[config.mk]
export PLATFORM = sky130hd
export DESIGN_NAME = cim_core_ctrl_flat
export DESIGN_NICKNAME = d
export VERILOG_FILES = /design/src/rtl/cim_core_ctrl_if.sv /design/src/rtl/cim_core_ctrl.sv /design/src/flat_wrapper.sv
export SDC_FILE = /design/constraint.sdc
export NUM_CORES = 2
export LEC_CHECK = 0
export CAP_MARGIN = 20
export CORE_AREA = 3 3 738 740
export DETAILED_ROUTE_END_ITERATION = 8
export DIE_AREA = 0 0 741 743
export GPL_ROUTABILITY_DRIVEN = 1
export PLACE_DENSITY = 0.3
export SYNTH_ARGS = -nofsm -noshare
export SYNTH_HDL_FRONTEND = slang
export SYNTH_SLANG_ARGS = --single-unit
[constraint.sdc]
create_clock -name clk -period 2.15 [get_ports clk]
set_clock_uncertainty 0.05 [all_clocks]
set_input_delay 0.215 -clock clk [delete_from_list [all_inputs] [get_ports clk]]
set_output_delay 0.215 -clock clk [all_outputs]
set_load 0.02 [all_outputs]
[src/rtl/cim_core_ctrl_if.sv]
// Stream and Core-pin bundle for cim_core_ctrl; master = controller side, slave = DMA/buffers + Core.
interface cim_core_ctrl_if #(
    parameter int ADDR_W = 6
);
    logic              start;
    logic [7:0]        n_act;
    logic              w_valid;
    logic              w_ready;
    logic [287:0]      w_data;
    logic              a_valid;
    logic              a_ready;
    logic [255:0]      a_data;
    logic              STDW;
    logic              STDR;
    logic [ADDR_W-1:0] STD_A;
    logic [287:0]      weight_in;
    logic [255:0]      act_in1;
    logic [255:0]      act_in2;
    logic [255:0]      act_in3;
    logic              slide_en;
    logic [287:0]      weight_out;
    logic              psum_valid;
    logic              busy;
    logic              done;
    logic              wt_err;

    modport master (
        input  start, n_act, w_valid, w_data, a_valid, a_data, weight_out,
        output w_ready, a_ready, STDW, STDR, STD_A, weight_in,
               act_in1, act_in2, act_in3, slide_en, psum_valid, busy, done, wt_err
    );

    modport slave (
        output start, n_act, w_valid, w_data, a_valid, a_data, weight_out,
        input  w_ready, a_ready, STDW, STDR, STD_A, weight_in,
               act_in1, act_in2, act_in3, slide_en, psum_valid, busy, done, wt_err
    );
endinterface

[src/rtl/cim_core_ctrl.sv]
// Job sequencer for one Core CIM macro: STD-port weight load, activation window streaming, PSUM tagging.
// Define CIM_CTRL_READBACK_EN to add the VERIFY readback pass (checksum compare, wt_err).
module cim_core_ctrl #(
    parameter int N_ROWS   = 64,
    parameter int ADDR_W   = 6,
    parameter int PSUM_LAT = 2
) (
    input  logic            clk,
    input  logic            rst_n,
    cim_core_ctrl_if.master bus
);

    localparam int LAT_W = (PSUM_LAT > 1) ? $clog2(PSUM_LAT) : 1;

    typedef enum logic [2:0] {
        S_IDLE,
        S_LOAD_W,
`ifdef CIM_CTRL_READBACK_EN
        S_VERIFY,
`endif
        S_PRIME,
        S_STREAM,
        S_DRAIN,
        S_FIN
    } state_t;

    state_t              r_state;
    state_t              w_next;
    logic                w_w_ready;
    logic                w_a_ready;
    logic                w_w_acc;
    logic                w_a_acc;
    logic                w_last_row;
    logic [7:0]          r_remain;
    logic [ADDR_W-1:0]   r_addr;
    logic [ADDR_W-1:0]   r_std_a;
    logic                r_primed;
    logic [LAT_W-1:0]    r_drain_cnt;
    logic                r_stdw;
    logic                r_slide_en;
    logic [287:0]        r_weight_in;
    logic [255:0]        r_act1;
    logic [255:0]        r_act2;
    logic [255:0]        r_act3;
    logic [PSUM_LAT-1:0] r_psum_sr;

`ifdef CIM_CTRL_READBACK_EN
    localparam int VCNT_W = $clog2(N_ROWS + 2);
    logic [VCNT_W-1:0] r_vcnt;
    logic              r_stdr;
    logic              r_rd_d1;
    logic              r_cmp;
    logic              r_wt_err;
    logic [287:0]      r_chk_w;
    logic [287:0]      r_chk_r;
    logic              w_verify_end;

    // Reads occupy the first N_ROWS cycles; the last two let the one-cycle readback drain.
    assign w_verify_end = (r_vcnt == VCNT_W'(N_ROWS + 1));
`endif

    assign w_last_row = (r_addr == ADDR_W'(N_ROWS - 1));
    assign w_w_acc    = bus.w_valid & w_w_ready;
    assign w_a_acc    = bus.a_valid & w_a_ready;

    always_ff @(posedge clk or negedge rst_n) begin
        if (!rst_n) r_state <= S_IDLE;
        else        r_state <= w_next;
    end

    always_comb begin
        w_next    = r_state;
        w_w_ready = 1'b0;
        w_a_ready = 1'b0;
        case (r_state)
            S_IDLE: if (bus.start) w_next = S_LOAD_W;
            S_LOAD_W: begin
                w_w_ready = 1'b1;
                if (bus.w_valid && w_last_row)
`ifdef CIM_CTRL_READBACK_EN
                    w_next = S_VERIFY;
`else
                    w_next = (r_remain == '0) ? S_FIN : S_PRIME;
`endif
            end
`ifdef CIM_CTRL_READBACK_EN
            S_VERIFY: if (w_verify_end) w_next = (r_remain == '0) ? S_FIN : S_PRIME;
`endif
            S_PRIME: begin
                w_a_ready = 1'b1;
                if (bus.a_valid && r_primed) w_next = S_STREAM;
            end
            S_STREAM: begin
                w_a_ready = 1'b1;
                if (bus.a_valid && (r_remain == 8'd1)) w_next = S_DRAIN;
            end
            S_DRAIN: if (r_drain_cnt == LAT_W'(PSUM_LAT - 1)) w_next = S_FIN;
            S_FIN:   w_next = S_IDLE;
            default: w_next = S_IDLE;
        endcase
    end

    always_ff @(posedge clk or negedge rst_n) begin
        if (!rst_n) begin
            r_remain    <= '0;
            r_addr      <= '0;
            r_std_a     <= '0;
            r_primed    <= 1'b0;
            r_drain_cnt <= '0;
            r_stdw      <= 1'b0;
            r_slide_en  <= 1'b0;
            r_weight_in <= '0;
            r_act1      <= '0;
            r_act2      <= '0;
            r_act3      <= '0;
            r_psum_sr   <= '0;
        end else begin
            r_stdw      <= w_w_acc;
            r_slide_en  <= w_a_acc && (r_state == S_STREAM);
            r_psum_sr   <= (r_psum_sr << 1) | PSUM_LAT'(r_slide_en);
            r_drain_cnt <= (r_state == S_DRAIN) ? r_drain_cnt + LAT_W'(1) : '0;
            if ((r_state == S_IDLE) && bus.start) begin
                r_remain <= bus.n_act;
                r_addr   <= '0;
                r_primed <= 1'b0;
            end
            if (w_w_acc) begin
                r_weight_in <= bus.w_data;
                r_std_a     <= r_addr;
                r_addr      <= r_addr + ADDR_W'(1);
            end
            if (w_a_acc) begin
                r_act1 <= bus.a_data;
                r_act2 <= r_act1;
                r_act3 <= r_act2;
                if (r_state == S_PRIME) r_primed <= 1'b1;
                else                    r_remain <= r_remain - 8'd1;
            end
`ifdef CIM_CTRL_READBACK_EN
            if ((r_state == S_VERIFY) && (r_vcnt < VCNT_W'(N_ROWS)))
                r_std_a <= r_vcnt[ADDR_W-1:0];
`endif
        end
    end

`ifdef CIM_CTRL_READBACK_EN
    always_ff @(posedge clk or negedge rst_n) begin
        if (!rst_n) begin
            r_vcnt   <= '0;
            r_stdr   <= 1'b0;
            r_rd_d1  <= 1'b0;
            r_cmp    <= 1'b0;
            r_wt_err <= 1'b0;
            r_chk_w  <= '0;
            r_chk_r  <= '0;
        end else begin
            r_vcnt  <= (r_state == S_VERIFY) ? r_vcnt + VCNT_W'(1) : '0;
            r_stdr  <= (r_state == S_VERIFY) && (r_vcnt < VCNT_W'(N_ROWS));
            r_rd_d1 <= r_stdr;
            r_cmp   <= (r_state == S_VERIFY) && w_verify_end;
            if ((r_state == S_IDLE) && bus.start) begin
                r_chk_w  <= '0;
                r_chk_r  <= '0;
                r_wt_err <= 1'b0;
            end else begin
                if (w_w_acc) r_chk_w <= r_chk_w ^ bus.w_data;
                if (r_rd_d1) r_chk_r <= r_chk_r ^ bus.weight_out;
                if (r_cmp && (r_chk_w != r_chk_r)) r_wt_err <= 1'b1;
            end
        end
    end

    assign bus.STDR   = r_stdr;
    assign bus.wt_err = r_wt_err;
`else
    logic w_unused_rb;
    assign w_unused_rb = ^bus.weight_out;
    assign bus.STDR    = 1'b0;
    assign bus.wt_err  = 1'b0;
`endif

    assign bus.w_ready    = w_w_ready;
    assign bus.a_ready    = w_a_ready;
    assign bus.STDW       = r_stdw;
    assign bus.STD_A      = r_std_a;
    assign bus.weight_in  = r_weight_in;
    assign bus.act_in1    = r_act1;
    assign bus.act_in2    = r_act2;
    assign bus.act_in3    = r_act3;
    assign bus.slide_en   = r_slide_en;
    assign bus.psum_valid = r_psum_sr[PSUM_LAT-1];
    assign bus.busy       = (r_state != S_IDLE);
    assign bus.done       = (r_state == S_FIN);

endmodule

[src/flat_wrapper.sv]
// flat-port wrapper written by rule: the top's interface ports become plain ports
module cim_core_ctrl_flat 
#(
    parameter int N_ROWS   = 64,
    parameter int ADDR_W   = 6,
    parameter int PSUM_LAT = 2
)
  (clk, rst_n, bus_start, bus_n_act, bus_w_valid, bus_w_data, bus_a_valid, bus_a_data, bus_weight_out, bus_w_ready, bus_a_ready, bus_STDW, bus_STDR, bus_STD_A, bus_weight_in, bus_act_in1, bus_act_in2, bus_act_in3, bus_slide_en, bus_psum_valid, bus_busy, bus_done, bus_wt_err);
  cim_core_ctrl_if #(.ADDR_W(ADDR_W)) bus_i ();
  input  logic clk;
  input  logic rst_n;
  input wire logic [$bits(bus_i.start)-1:0] bus_start;
  input wire logic [$bits(bus_i.n_act)-1:0] bus_n_act;
  input wire logic [$bits(bus_i.w_valid)-1:0] bus_w_valid;
  input wire logic [$bits(bus_i.w_data)-1:0] bus_w_data;
  input wire logic [$bits(bus_i.a_valid)-1:0] bus_a_valid;
  input wire logic [$bits(bus_i.a_data)-1:0] bus_a_data;
  input wire logic [$bits(bus_i.weight_out)-1:0] bus_weight_out;
  output wire logic [$bits(bus_i.w_ready)-1:0] bus_w_ready;
  output wire logic [$bits(bus_i.a_ready)-1:0] bus_a_ready;
  output wire logic [$bits(bus_i.STDW)-1:0] bus_STDW;
  output wire logic [$bits(bus_i.STDR)-1:0] bus_STDR;
  output wire logic [$bits(bus_i.STD_A)-1:0] bus_STD_A;
  output wire logic [$bits(bus_i.weight_in)-1:0] bus_weight_in;
  output wire logic [$bits(bus_i.act_in1)-1:0] bus_act_in1;
  output wire logic [$bits(bus_i.act_in2)-1:0] bus_act_in2;
  output wire logic [$bits(bus_i.act_in3)-1:0] bus_act_in3;
  output wire logic [$bits(bus_i.slide_en)-1:0] bus_slide_en;
  output wire logic [$bits(bus_i.psum_valid)-1:0] bus_psum_valid;
  output wire logic [$bits(bus_i.busy)-1:0] bus_busy;
  output wire logic [$bits(bus_i.done)-1:0] bus_done;
  output wire logic [$bits(bus_i.wt_err)-1:0] bus_wt_err;
  assign bus_i.start = bus_start;
  assign bus_i.n_act = bus_n_act;
  assign bus_i.w_valid = bus_w_valid;
  assign bus_i.w_data = bus_w_data;
  assign bus_i.a_valid = bus_a_valid;
  assign bus_i.a_data = bus_a_data;
  assign bus_i.weight_out = bus_weight_out;
  assign bus_w_ready = bus_i.w_ready;
  assign bus_a_ready = bus_i.a_ready;
  assign bus_STDW = bus_i.STDW;
  assign bus_STDR = bus_i.STDR;
  assign bus_STD_A = bus_i.STD_A;
  assign bus_weight_in = bus_i.weight_in;
  assign bus_act_in1 = bus_i.act_in1;
  assign bus_act_in2 = bus_i.act_in2;
  assign bus_act_in3 = bus_i.act_in3;
  assign bus_slide_en = bus_i.slide_en;
  assign bus_psum_valid = bus_i.psum_valid;
  assign bus_busy = bus_i.busy;
  assign bus_done = bus_i.done;
  assign bus_wt_err = bus_i.wt_err;
  cim_core_ctrl #(.N_ROWS(N_ROWS), .ADDR_W(ADDR_W), .PSUM_LAT(PSUM_LAT)) u_core (.clk(clk), .rst_n(rst_n), .bus(bus_i));
endmodule
==> PnR_summary.wiki <==
{| class="wikitable"
! Metric !! Value
|-
| Critical Path Max Stage Delay || 0.42 ns
|-
| Overall track demand over capacity in global routing || 9.62%
|-
| Biggest fanout along the worst timing path || 4
|-
| Mapped cell area || 43200 µm²
|-
| Sequential cell area || 27200 µm²
|-
| Commonest cells after routing, fill and taps aside || 1074 x dfrtp_1, 969 x dlygate4sd2_1, 890 x nand2_1
|-
| Tightest hold margin || 0.0703 ns
|-
| Part of the power in registers || 36.3%
|-
| EDFF count, synth || 0
|-
| Root buffer cell || clkbuf_16
|-
| Vias in the first global route || 37000
|-
| Leak Pwr || 40.5 nW
|-
| Average wire length per cell after detail routing || 21.6 µm
|-
| Via count || 33900
|-
| Post-route fraction of the period consumed by the critical path || 102%
|-
| Number of library cell types mapped by synthesis || 48
|-
| Top FF cell, synth || dfrtp_1
|-
| Maximum number of pins on one net before global-route repair || 98
|-
| DIE WIDTH || 741 µm
|-
| Most frequent standard cell in the layout excluding fill and tap cells || dfrtp_1
|-
| Worst supply voltage drop on vdd || 542 µV
|-
| Switching power || 22.2 mW
|-
| Port buffer count || 1625
|-
| Data arrival at the endpoint of the critical path || 1.94 ns
|-
| Number of slew-limit violations in the final report || 0
|-
| Share of layout cells above drive strength 1 || 24.8%
|-
| Num CTS Buffers || 158
|-
| Fraction of power consumed by the clock network || 40.9%
|-
| Final cell utilization of the core || 14.7%
|-
| # clock sinks || 1085
|-
| Violation count after the first detailed-routing iteration || 1844
|-
| Type of the most critical hold path || in2reg
|-
| Layout overhead on the synthesized area || 83.8%
|-
| Std cell rows || 270
|-
| DIE AREA || 551000 µm²
|-
| Startpoint of the worst hold path || bus_w_data[112]
|-
| Nets || 6207
|-
| Area share of the largest cell type after synthesis || 62.8%
|-
| Launching element type of the critical path || register
|-
| Core ar. || 540000 µm²
|-
| Unrepaired setup endpoints after global routing || yes
|-
| Combined area of the multi-input logic cells || 14900 µm²
|-
| Met1 track demand over resource || 11.9%
|-
| Wire length of the first global-routing pass || 362000 µm
|-
| Clock tree from TritonCTS || done
|-
| Final weighted congestion of routability-driven global placement || 0.925
|-
| Number of design rule violations left after detail routing || 0
|-
| Insertion delay to the later sink of the worst-skew pair || 0.85 ns
|-
| Worst slew margin relative to its limit || 48.7%
|-
| Number of hold-slack violations in the final timing report || 0
|-
| Max Cap Viol || 0
|-
| Ports placed on the boundary || 1916
|-
| Power density over the cells || 836 nW/µm²
|-
| Met3 Resource Use GR || 4.41%
|-
| Internal Pwr Total || 44.3 mW
|-
| Global route overflow || 0
|-
| Reg-to-reg startpoint || u_core.r_state[2]
|-
| Period minus WS final || 2.20 ns
|-
| Launch point of the worst path || u_core.r_state[2]
|-
| Violations in the final reports || setup timing
|-
| Cell types with the largest area share after synthesis || dfrtp_1 63%, mux2_4 21%, nand2_1 7.7%
|-
| Required arrival time at the worst endpoint || 1.88 ns
|-
| Share of synthesized registers carrying an async set or reset || 100%
|-
| Yosys warns || 0
|-
| Number of flip-flops and latches in the synthesized netlist || 1085
|-
| Vertical die dimension || 743 µm
|-
| Antenna violations before repair || 105
|-
| Half-perimeter wire length after detailed placement || 230000 µm
|-
| Mean instance size in the synthesized netlist || 14.4 µm²
|-
| Outcome || complete, but fails checks
|-
| Gate Count Post-Synth || 3004
|-
| Via-to-Cell Ratio || 2.66
|-
| Critical path endpoint category || output pin
|-
| Initial cell density of the core || 8.01%
|-
| Wire length after detailed routing || 275000 µm
|-
| Worst slack, placed || -0.0611 ns
|-
| Switching part of the total power || 33.4%
|-
| Final-layout fill cell count || 60500
|-
| Clock transition at the registers of the reported paths || 0.05 ns
|-
| Library cell with the largest summed area after synthesis || dfrtp_1
|-
| Part of the power in combinational logic || 22.8%
|-
| Met2 GRT Util || 15.0%
|-
| Critical path, cell by cell || buf_6 > or3b_4 > inv_2 > buf_12
|-
| Maximum level of the CTS H-tree || 4
|-
| F_max || 0.454 GHz
|-
| Sequential-to-total area share from yosys stat || 62.8%
|-
| WS Path Type || reg2out
|-
| CTS max path bufs || 4
|-
| Final setup violating endpoints || 1
|-
| Highest-delay cell along the critical path || or3b_4
|-
| Min setup slack post-route || -0.0536 ns
|-
| Post-route antenna net violation count || 0
|-
| Most utilized layer in the global route result || met2
|-
| Number of iterations in the first detailed-routing pass || 6
|-
| Pin slew with the least headroom to its limit || 0.769 ns
|}
[flip-flops by register name, indices dropped and copies added (netlist names)]
name,flops
u_core.bus.act_in1,256
u_core.r_primed,1
u_core.bus.weight_in,288
u_core.r_psum_sr,2
u_core.bus.STDW,1
u_core.r_state,3
u_core.bus.STD_A,6
u_core.r_addr,6
u_core.bus.act_in2,256
u_core.bus.act_in3,256
u_core.bus.slide_en,1
u_core.r_drain_cnt,1
u_core.r_remain,8
[power groups by stage]
stage | sequential, mW | clock, mW | combinational [mW]
after CTS | 24.1 | 28.6 | 15.6
after floorplan | 26.1 | 0 | 2.79
final | 24.1 | 27.2 | 15.1
after global placement | 24.5 | 0 | 16.0
after detailed placement | 24.5 | 0 | 15.8
after global routing | 24.3 | 29.3 | 16.5
[repair_timing]
| action | in CTS | in global routing |
|---|---|---|
| resized for setup | 1161 | 16 |
| pin swaps | 1 | 0 |
| endpoints found under the hold margin | 1384 | 0 |
| buffers inserted | 7 | 0 |
| hold buffers | 470 | 0 |
| setup endpoints to repair | 1038 | 12 |
[layout make-up]
cell class,instances,area share (%)
Inverter,9,0.0520
Timing Repair Buffer,2352,28.8
Multi-Input combinational cell,1752,18.7
Clock inverter,46,0.816
Antenna cell,36,0.113
Tap cell,7208,11.4
Clock buffer,231,5.94
Sequential cell,1085,34.2
[routing by layer]
| metal | routed length (µm) | up-vias |
|---|---|---|
| met3 | 31200 | 330 |
| met4 | 8340 | 24 |
| met1 | 114000 | 17300 |
| met5 | 148 | - |
| met2 | 121000 | 1465 |
| li1 | - | 14800 |
[final timing paths]
path | endpoint | cells after the start | slack [ns]
max | bus_w_ready | 4 | -0.05
min | u_core.bus.weight_in[112] | 3 | 0.07
max reg2reg | u_core.bus.weight_in[277] | 8 | 0.02
min reg2reg | u_core.r_psum_sr[1] | 0 | 0.30
max in group asynchronous | u_core.bus.act_in1[201] | 3 | 0.97
min in group asynchronous | u_core.bus.act_in3[15] | 3 | 0.19
[worst max-delay path, delay by kind of cell (launching register included)]
kind	cells	cell delay, ns
DFF	1	0.38
buffers and inverters	3	0.34
and+or+nand+nor	1	0.42
[cell usage after synthesis (2+ instances only)]
library cell  count
dfrtp_1        1085
nand2_1         891
mux2_4          600
mux2_2          168
buf_6            64
buf_2            45
clkbuf_1         36
a21oi_1          13
nor2_1           13
o21ai_0          13
inv_1             9
buf_4             5
buf_1             4
buf_8             4
ha_1              4
nand3_1           4
nand4_1           4
a311oi_1          3
a31oi_1           3
nand2b_1          3
nor3_1            3
nor4b_2           2
o31ai_1           2
or3b_2            2
[cells by family after synthesis]
logic type	Yosys count	synth area share (%)
other	1	0.00868
xor gates and xnor gates	1	0.0203
AOI/OAI and AO/OA	44	0.634
and+or+nand+nor	933	8.34
buffers and inverters	168	2.85
muxes	768	25.2
adders and majority gates	4	0.116
DFF	1085	62.8
[through the flow]
stage	total power, mW	setup TNS, ns	std cells	cell area (µm²)
finish	66.5	-0.0536	12700	79400
global route	70.1	-0.197	12700	79400
CTS	68.3	-0.381	12700	79400
detailed placement	40.3	-0.309	11900	70400
global placement	40.5	-0.111	11900	70400
floorplan	28.9	0	3005	43200
Note: power is estimated with default switching activity, not from simulation.
